===== src/rtl/rv32im_bus_arbiter.sv =====
// Round-robin Wishbone arbiter: N masters onto one shared bus, non-preemptive, one dead cycle between owners.
// Define RV32IM_BUS_ARBITER_TIMEOUT_EN to build in the stalled-transfer watchdog (timeout_o, m_err_o pulse).
module rv32im_bus_arbiter #(
  parameter int unsigned XLEN           = 32,
  parameter int unsigned NUM_MASTERS    = 3,
  parameter int unsigned TIMEOUT_CYCLES = 255
) (
  input  logic                          clk_i,
  input  logic                          reset_i,
  input  logic [NUM_MASTERS-1:0]        req_i,
  output logic [NUM_MASTERS-1:0]        grant_o,
  input  logic [NUM_MASTERS*(XLEN-2)-1:0] m_adr_i,
  input  logic [NUM_MASTERS*XLEN-1:0]   m_dat_i,
  input  logic [NUM_MASTERS*4-1:0]      m_sel_i,
  input  logic [NUM_MASTERS-1:0]        m_cyc_i,
  input  logic [NUM_MASTERS-1:0]        m_stb_i,
  input  logic [NUM_MASTERS-1:0]        m_we_i,
  output logic [NUM_MASTERS-1:0]        m_ack_o,
  output logic [NUM_MASTERS-1:0]        m_err_o,
  output logic [XLEN-3:0]               adr_o,
  output logic [XLEN-1:0]               dat_o,
  output logic [3:0]                    sel_o,
  output logic                          cyc_o,
  output logic                          stb_o,
  output logic                          we_o,
  input  logic                          ack_i,
  input  logic                          err_i,
  output logic                          timeout_o
);

  localparam int unsigned IDXW = (NUM_MASTERS > 1) ? $clog2(NUM_MASTERS) : 1;
  localparam int unsigned AW   = XLEN - 2;

  typedef enum logic {IDLE, OWNED} state_t;

  state_t                 state;
  logic [IDXW-1:0]        owner;
  logic [IDXW-1:0]        rr_ptr;
  logic [IDXW-1:0]        pick;
  logic                   pick_found;
  logic [IDXW-1:0]        scan_idx;
  logic [NUM_MASTERS-1:0] grant_q;
  logic                   owned;

  // First requester at or after rr_ptr, wrapping past NUM_MASTERS-1 to 0.
  always_comb begin
    pick       = '0;
    pick_found = 1'b0;
    scan_idx   = '0;
    for (int unsigned i = 0; i < NUM_MASTERS; i++) begin
      scan_idx = IDXW'((32'(rr_ptr) + i) % NUM_MASTERS);
      if (!pick_found && req_i[scan_idx]) begin
        pick       = scan_idx;
        pick_found = 1'b1;
      end
    end
  end

  always_ff @(posedge clk_i or posedge reset_i) begin
    if (reset_i) begin
      state   <= IDLE;
      owner   <= '0;
      rr_ptr  <= '0;
      grant_q <= '0;
    end else begin
      case (state)
        IDLE: begin
          if (|req_i) begin
            owner   <= pick;
            grant_q <= NUM_MASTERS'(1) << pick;
            state   <= OWNED;
          end
        end
        OWNED: begin
          if (!req_i[owner]) begin
            state   <= IDLE;
            grant_q <= '0;
            rr_ptr  <= (owner == IDXW'(NUM_MASTERS - 1)) ? '0 : owner + 1'b1;
          end
        end
      endcase
    end
  end

  assign grant_o = grant_q;

  // Reset gates the bus directly so cyc/stb fall without waiting for a clock.
  assign owned = (state == OWNED) && !reset_i;

  always_comb begin
    adr_o = '0;
    dat_o = '0;
    sel_o = '0;
    cyc_o = 1'b0;
    stb_o = 1'b0;
    we_o  = 1'b0;
    if (owned) begin
      adr_o = m_adr_i[owner*AW +: AW];
      dat_o = m_dat_i[owner*XLEN +: XLEN];
      sel_o = m_sel_i[owner*4 +: 4];
      cyc_o = m_cyc_i[owner];
      stb_o = m_stb_i[owner];
      we_o  = m_we_i[owner];
    end
  end

  assign m_ack_o = grant_q & {NUM_MASTERS{ack_i}};

`ifdef RV32IM_BUS_ARBITER_TIMEOUT_EN
  logic [7:0] wd_cnt;
  logic       timeout_q;
  logic       stall;
  logic       grant_drop;

  assign stall      = cyc_o & stb_o & ~ack_i & ~err_i;
  assign grant_drop = owned && !req_i[owner];

  always_ff @(posedge clk_i or posedge reset_i) begin
    if (reset_i) begin
      wd_cnt    <= '0;
      timeout_q <= 1'b0;
    end else begin
      timeout_q <= 1'b0;
      if (grant_drop || !stall) begin
        wd_cnt <= '0;
      end else if (wd_cnt + 8'd1 == 8'(TIMEOUT_CYCLES)) begin
        wd_cnt    <= '0;
        timeout_q <= 1'b1;
      end else begin
        wd_cnt <= wd_cnt + 8'd1;
      end
    end
  end

  assign timeout_o = timeout_q;
  assign m_err_o   = grant_q & {NUM_MASTERS{err_i | timeout_q}};
`else
  assign timeout_o = 1'b0;
  assign m_err_o   = grant_q & {NUM_MASTERS{err_i}};
`endif

endmodule


===== config.mk =====
export PLATFORM = sky130hd
export DESIGN_NAME = rv32im_bus_arbiter
export DESIGN_NICKNAME = d
export VERILOG_FILES = /design/src/rtl/rv32im_bus_arbiter.sv
export SDC_FILE = /design/constraint.sdc
export NUM_CORES = 1
export LEC_CHECK = 0
export CORE_AREA = 2 2 115 117
export DETAILED_ROUTE_END_ITERATION = 12
export DIE_AREA = 0 0 117 119
export SYNTH_ARGS = -nofsm -noshare
export SYNTH_HDL_FRONTEND = slang
export SYNTH_SLANG_ARGS = --single-unit

===== constraint.sdc =====
create_clock -name clk_i -period 2.7 [get_ports clk_i]
set_clock_uncertainty 0.1 [all_clocks]
set_input_delay 0.675 -clock clk_i [delete_from_list [all_inputs] [get_ports clk_i]]
set_output_delay 0.675 -clock clk_i [all_outputs]
set_load 0.005 [all_outputs]

==> results of run 1 <==
-- layout make-up --
cell class,count,area (um^2)
Clock buffer,4,78.8
Fill cell,1326,7300
Inverter,6,22.5
Multi-Input combinational cell,322,1910
Sequential cell,8,205
Tap cell,176,220
Timing Repair Buffer,310,3140
-- critical path, stage by stage --
cell	delay [ns]
clkdlybuf4s50_1	0.47
inv_2	0.05
nand2_4	0.10
buf_12	0.18
nor2_1	0.07
dlygate4sd2_1	0.29
-- Yosys cell counts, drive strengths merged (2+ instances only) --
library cell / instances
nor2b: 3
nor2: 139
a21o: 2
ha: 4
mux2i: 71
a31oi: 2
o21ai: 2
clkbuf: 16
and2: 6
a21boi: 2
nand2b: 2
buf: 17
inv: 6
nand3: 2
mux2: 2
dfrtp: 8
a21oi: 69
o31ai: 2
nand2: 4
nand3b: 2
-- how the worst max path moves through the flow --
stage,startpoint,endpoint,slack (ns),cells after the start
6_report,reset_i,we_o,0.07,6
5_1_grt,m_we_i[1],we_o,0.004,7
4_1_cts,reset_i,sel_o[0],-0.16,6
3_5_place_dp,reset_i,we_o,-0.24,6
3_3_place_gp,reset_i,adr_o[4],-0.22,6
2_1_floorplan,reset_i,adr_o[19],0.29,5
-- state kept, by name (all words and copies together) (netlist names) --
name     count
rr_ptr       2
owner        2
grant_o      3
state        1
-- cell families (layout without fill, tap and decap cells) --
group                      after synthesis  count (layout)  synth area share
and+or+nand+nor                        161             161             0.287
AOI/OAI and AO/OA                       83              83             0.198
muxes                                   73              73             0.326
buffers and inverters                   39             320            0.0754
DFF                                      8               8            0.0887
adders and majority gates                4               4            0.0222
other                                    1               1           0.00166
-- metrics by stage --
stage	total power [mW]	hold slack, ns	setup TNS (ns)	setup slack, ns
floorplan	1.51	0.399	0	0.290
global placement	2.82	0.433	-11.10	-0.224
detailed placement	2.85	0.441	-11.80	-0.245
CTS	2.97	0.450	-0.562	-0.161
global route	3.24	0.503	0	0.00407
finish	2.98	0.450	0	0.0725
-- power by group through the flow --
stage	sequential, mW	combinational, mW	clock [mW]
global placement	0.229	2.59	0
CTS	0.231	2.48	0.257
detailed placement	0.230	2.63	0
floorplan	0.200	1.31	0
finish	0.230	2.50	0.253
global route	0.240	2.73	0.268
-- per-layer routing --
layer,up-vias,track usage
met4,0,0.0287
met1,1626,0.165
met3,8,0.0270
li1,1805,-
met5,-,0
met2,165,0.318
-- timing repair --
| action | 4_1_cts | 5_1_grt |
|---|---|---|
| buffers inserted | 0 | 5 |
| hold buffers | 0 | 0 |
| gates resized for setup | 71 | 6 |
| endpoints found under the setup margin | 69 | 8 |
==> results.toml, run 1 <==
[status]
outcome = "finished, final reports clean"

[detailed_routing]
ant_nets = 0
totalWireLength_um = 12100
met1Wirelength_um = 4420
vias = 3604
dr.pass1.iters = 5
drc_errors = 0
met3_wirelength_um = 1170
routedWlPerCell_um = 14.6
dr_wl_met2_um = 6350
drtIter0Drc = 96
via_per_inst = 4.36
maxUsedRoutingLayer = "met4"

[logic_synthesis]
synth_async_sr_flop_share = 1.00
synthFlopType = "dfrtp_1"
synth_edf_count = 0
synth_seq_area_share = 0.0887
syn_avg_cell_area_um2 = 6.12
netlist_instances = 369
yosys-top-cells-area = "mux2i_1 31%, nor2_1 23%, a21oi_1 15%, dfrtp_1 8.9%, clkbuf_1 2.7%"
netlist.area_leader.share = 0.315
yosysWarnings = 0
ys_seq_elements = 8
synth_fp_nets = 587
yosys.cell_types.count = 32
yosysTopAreaCell = "mux2i_1"
syn_area_um2 = 2260

[cts]
cts_inserted_buffers = 3
cts.htree.levels = 1
clock_latency_ns = 0.23
clk_path_buf_depth = 2
clk_pin_slew_ns = 0.04
clkSinkCount = 8
cts_tree = "done"
cts_root_buffer = "clkbuf_16"

[timing]
hold_violations = 0
slew_viol_final = 0
rsz0062_at_grt = "false"
final-setup-viol-count = 0
fin_crit_ns = 2.63
period_share = 0.973
fmax_mhz = 381

[pwr]
intPower_mw = 1.73
pwr-share-comb = 0.838
power.leakage_nw = 2.52
pwr-share-clk = 0.085
p_seq_frac = 0.077
power.switching_mw = 1.25
power_density_nw_per_um2 = 534
peakVddDrop_mv = 0.285
p_sw_frac = 0.420

[min_path]
min_to = "rr_ptr[1]"
min_path_cells = 2
min_from = "rr_ptr[1]"
hold_class = "flop to flop"

[floorplanning]
die_w_um = 117
io_pins = 293
fp.dieH_um = 119
start_util = 0.175
die-area_um2 = 13900
num_rows = 42
core_area_um2 = 12900

[worst_setup_path]
rrSetupSlack_ns = 0.69
required_ns = 1.92
reg2reg_depth = 5
worstReg2RegStart = "owner[0]"
reg2reg_to = "grant_o[1]"
crit_type = "input pin to output pin"
cp-end-kind = "output pin"
startpoint_type = "input pin"
crit_fanout = 27
worstPathArrival_ns = 1.85

[cells_and_area]
post-route-util = 0.433
fin_cells = 826
syn2layout_area_growth_pct = 147
final_nets = 869
final_cell_mix = "222 x clkdlybuf4s50_1, 136 x nor2_1, 71 x mux2i_1"
diodes = 0
final_common_cell = "clkdlybuf4s50_1"
fin_area_um2 = 5580
drive_gt1_frac = 0.0538

[placed_design]
io_buffers = 291
place_congestion = 0.812
hpwlAfterDp_um = 9740
placed_area_um2 = 5490
place_inst = 817

[flow_run]
cap_violations = 0

[global_routing]
grt_pass1_wl_um = 17500
grt_pass1_vias = 3519
antenna_found_initial = 0
grt_overflow_total = 0
track_usage = 0.157
grt_max_degree = 41
Power figures use the tool's default switching activity.
==> run 2: changes to the inputs <==
Settings changed: CORE_AREA 2 2 115 117 to 2 2 113 115, DIE_AREA 0 0 117 119 to 0 0 115 117.
Clock period 2.7 ns to 2.36 ns, I/O delays scaled along.
==> results.toml, run 2 (synthesized netlist as in run 1, its figures left out) <==
[status]
outcome = "complete, but fails checks"
violations = "setup timing"

[cts]
cts.htree.levels = 1
cts_root_buffer = "clkbuf_16"
clock_latency_ns = 0.23
clkSinkCount = 8
clk_path_buf_depth = 2
cts_inserted_buffers = 3
cts_tree = "done"
clk_pin_slew_ns = 0.04

[floorplanning]
start_util = 0.183
die-area_um2 = 13500
fp.dieH_um = 117
io_pins = 293
num_rows = 41
die_w_um = 115
core_area_um2 = 12300

[worst_setup_path]
crit_fanout = 5
startpoint_type = "flop"
cp-end-kind = "output pin"
crit_type = "flop to output pin"
worstPathArrival_ns = 1.73
required_ns = 1.67

[cells_and_area]
largest_reg_flops = 3
syn2layout_area_growth_pct = 160
ff_latch_area_um2 = 205
post-route-util = 0.478
diodes = 0
final_nets = 906
num-fill-cells = 1271
final_cell_mix = "213 x clkdlybuf4s50_1, 136 x nor2_1, 66 x mux2i_1"
final_common_cell = "clkdlybuf4s50_1"
multi_input_area_um2 = 2000
drive_gt1_frac = 0.223

[global_routing]
track_usage = 0.179
grt_overflow_total = 0
grt_max_degree = 38
antenna_found_initial = 0
grt_pass1_wl_um = 19000
grt_pass1_vias = 3695

[detailed_routing]
drtIter0Drc = 145
routedWlPerCell_um = 16.0
totalWireLength_um = 13400
ant_nets = 0
vias = 3823
drc_errors = 0
dr.pass1.iters = 4
via_per_inst = 4.57

[timing]
fmax_mhz = 413
rsz0062_at_grt = "true"
slew_viol_final = 0
period_share = 1.03
hold_violations = 0
fin_tns_setup_ns = -0.104
setup_ws_ns = -0.0597
final-setup-viol-count = 3
fin_crit_ns = 2.42

[placed_design]
io_buffers = 291
hpwlAfterDp_um = 9850
place_congestion = 0.825

[min_path]
hold_class = "flop to flop"

[flow_run]
cap_violations = 0

[pwr]
power.leakage_nw = 2.58
power_density_nw_per_um2 = 683
peakVddDrop_mv = 0.294
## run 2: cell type report
class,count,area share
Sequential cell,8,0.0349
Tap cell,150,0.0319
Clock buffer,4,0.0134
Timing Repair Buffer,347,0.576
Multi-Input combinational cell,322,0.340
Inverter,6,0.00383
## run 2: repair_timing
item	in CTS	in global routing
endpoints found under the setup margin	75	68
setup buffers	21	9
cloned	5	1
pin swaps	6	14
endpoints found under the hold margin	0	0
hold buffers	0	0
gates resized for setup	210	82
## run 2: metal layers
| metal | vias to the layer above | global-route usage | wire (um) |
|---|---|---|---|
| li1 | 1881 | - | - |
| met1 | 1738 | 0.197 | 5120 |
| met2 | 190 | 0.345 | 6870 |
| met3 | 14 | 0.0366 | 1160 |
| met4 | 0 | 0.0498 | 229 |
| met5 | - | 0 | 0 |
## run 2: where the power goes
part | leakage [nW] | internal, mW | switching [mW]
clock network | 0.0382 | 0.225 | 0.0695
logic | 2.45 | 1.93 | 1.52
registers | 0.0991 | 0.197 | 0.0764
## run 2: worst max-delay path, cell delays in order, from the launching register on
cell and delay (ns):
dfrtp_4 0.52, buf_12 0.16, buf_6 0.12, buf_6 0.11
mux2i_4 0.18, nor2_2 0.06, a21oi_2 0.16, nor2_1 0.06
buf_2 0.12
## run 2: worst paths after layout
| kind | endpoint | depth (start not counted) | slack [ns] | startpoint |
|---|---|---|---|---|
| max in group asynchronous | owner[0] | 4 | 1.49 | reset_i |
| worst max register to register | grant_o[1] | 7 | 0.18 | owner[0] |
| worst max-delay path | adr_o[19] | 8 | -0.06 | owner[0] |
| worst min register to register | rr_ptr[1] | 2 | 0.44 | rr_ptr[1] |
| worst min-delay path | rr_ptr[1] | 2 | 0.44 | rr_ptr[1] |
| min in group asynchronous | owner[0] | 4 | 0.53 | reset_i |
## run 2: stage by stage
step / setup slack (ns) / instance area, um^2 / cells / hold WS [ns] / power [mW]
2_1_floorplan: 0.120 / 2260 / 369 / 0.314 / 1.73
3_3_place_gp: -0.389 / 5550 / 799 / 0.423 / 3.33
3_5_place_dp: -0.414 / 5550 / 799 / 0.441 / 3.38
4_1_cts: -0.120 / 5930 / 829 / 0.446 / 3.96
5_1_grt: -0.129 / 5880 / 837 / 0.481 / 4.34
6_report: -0.0597 / 5880 / 837 / 0.440 / 4.02
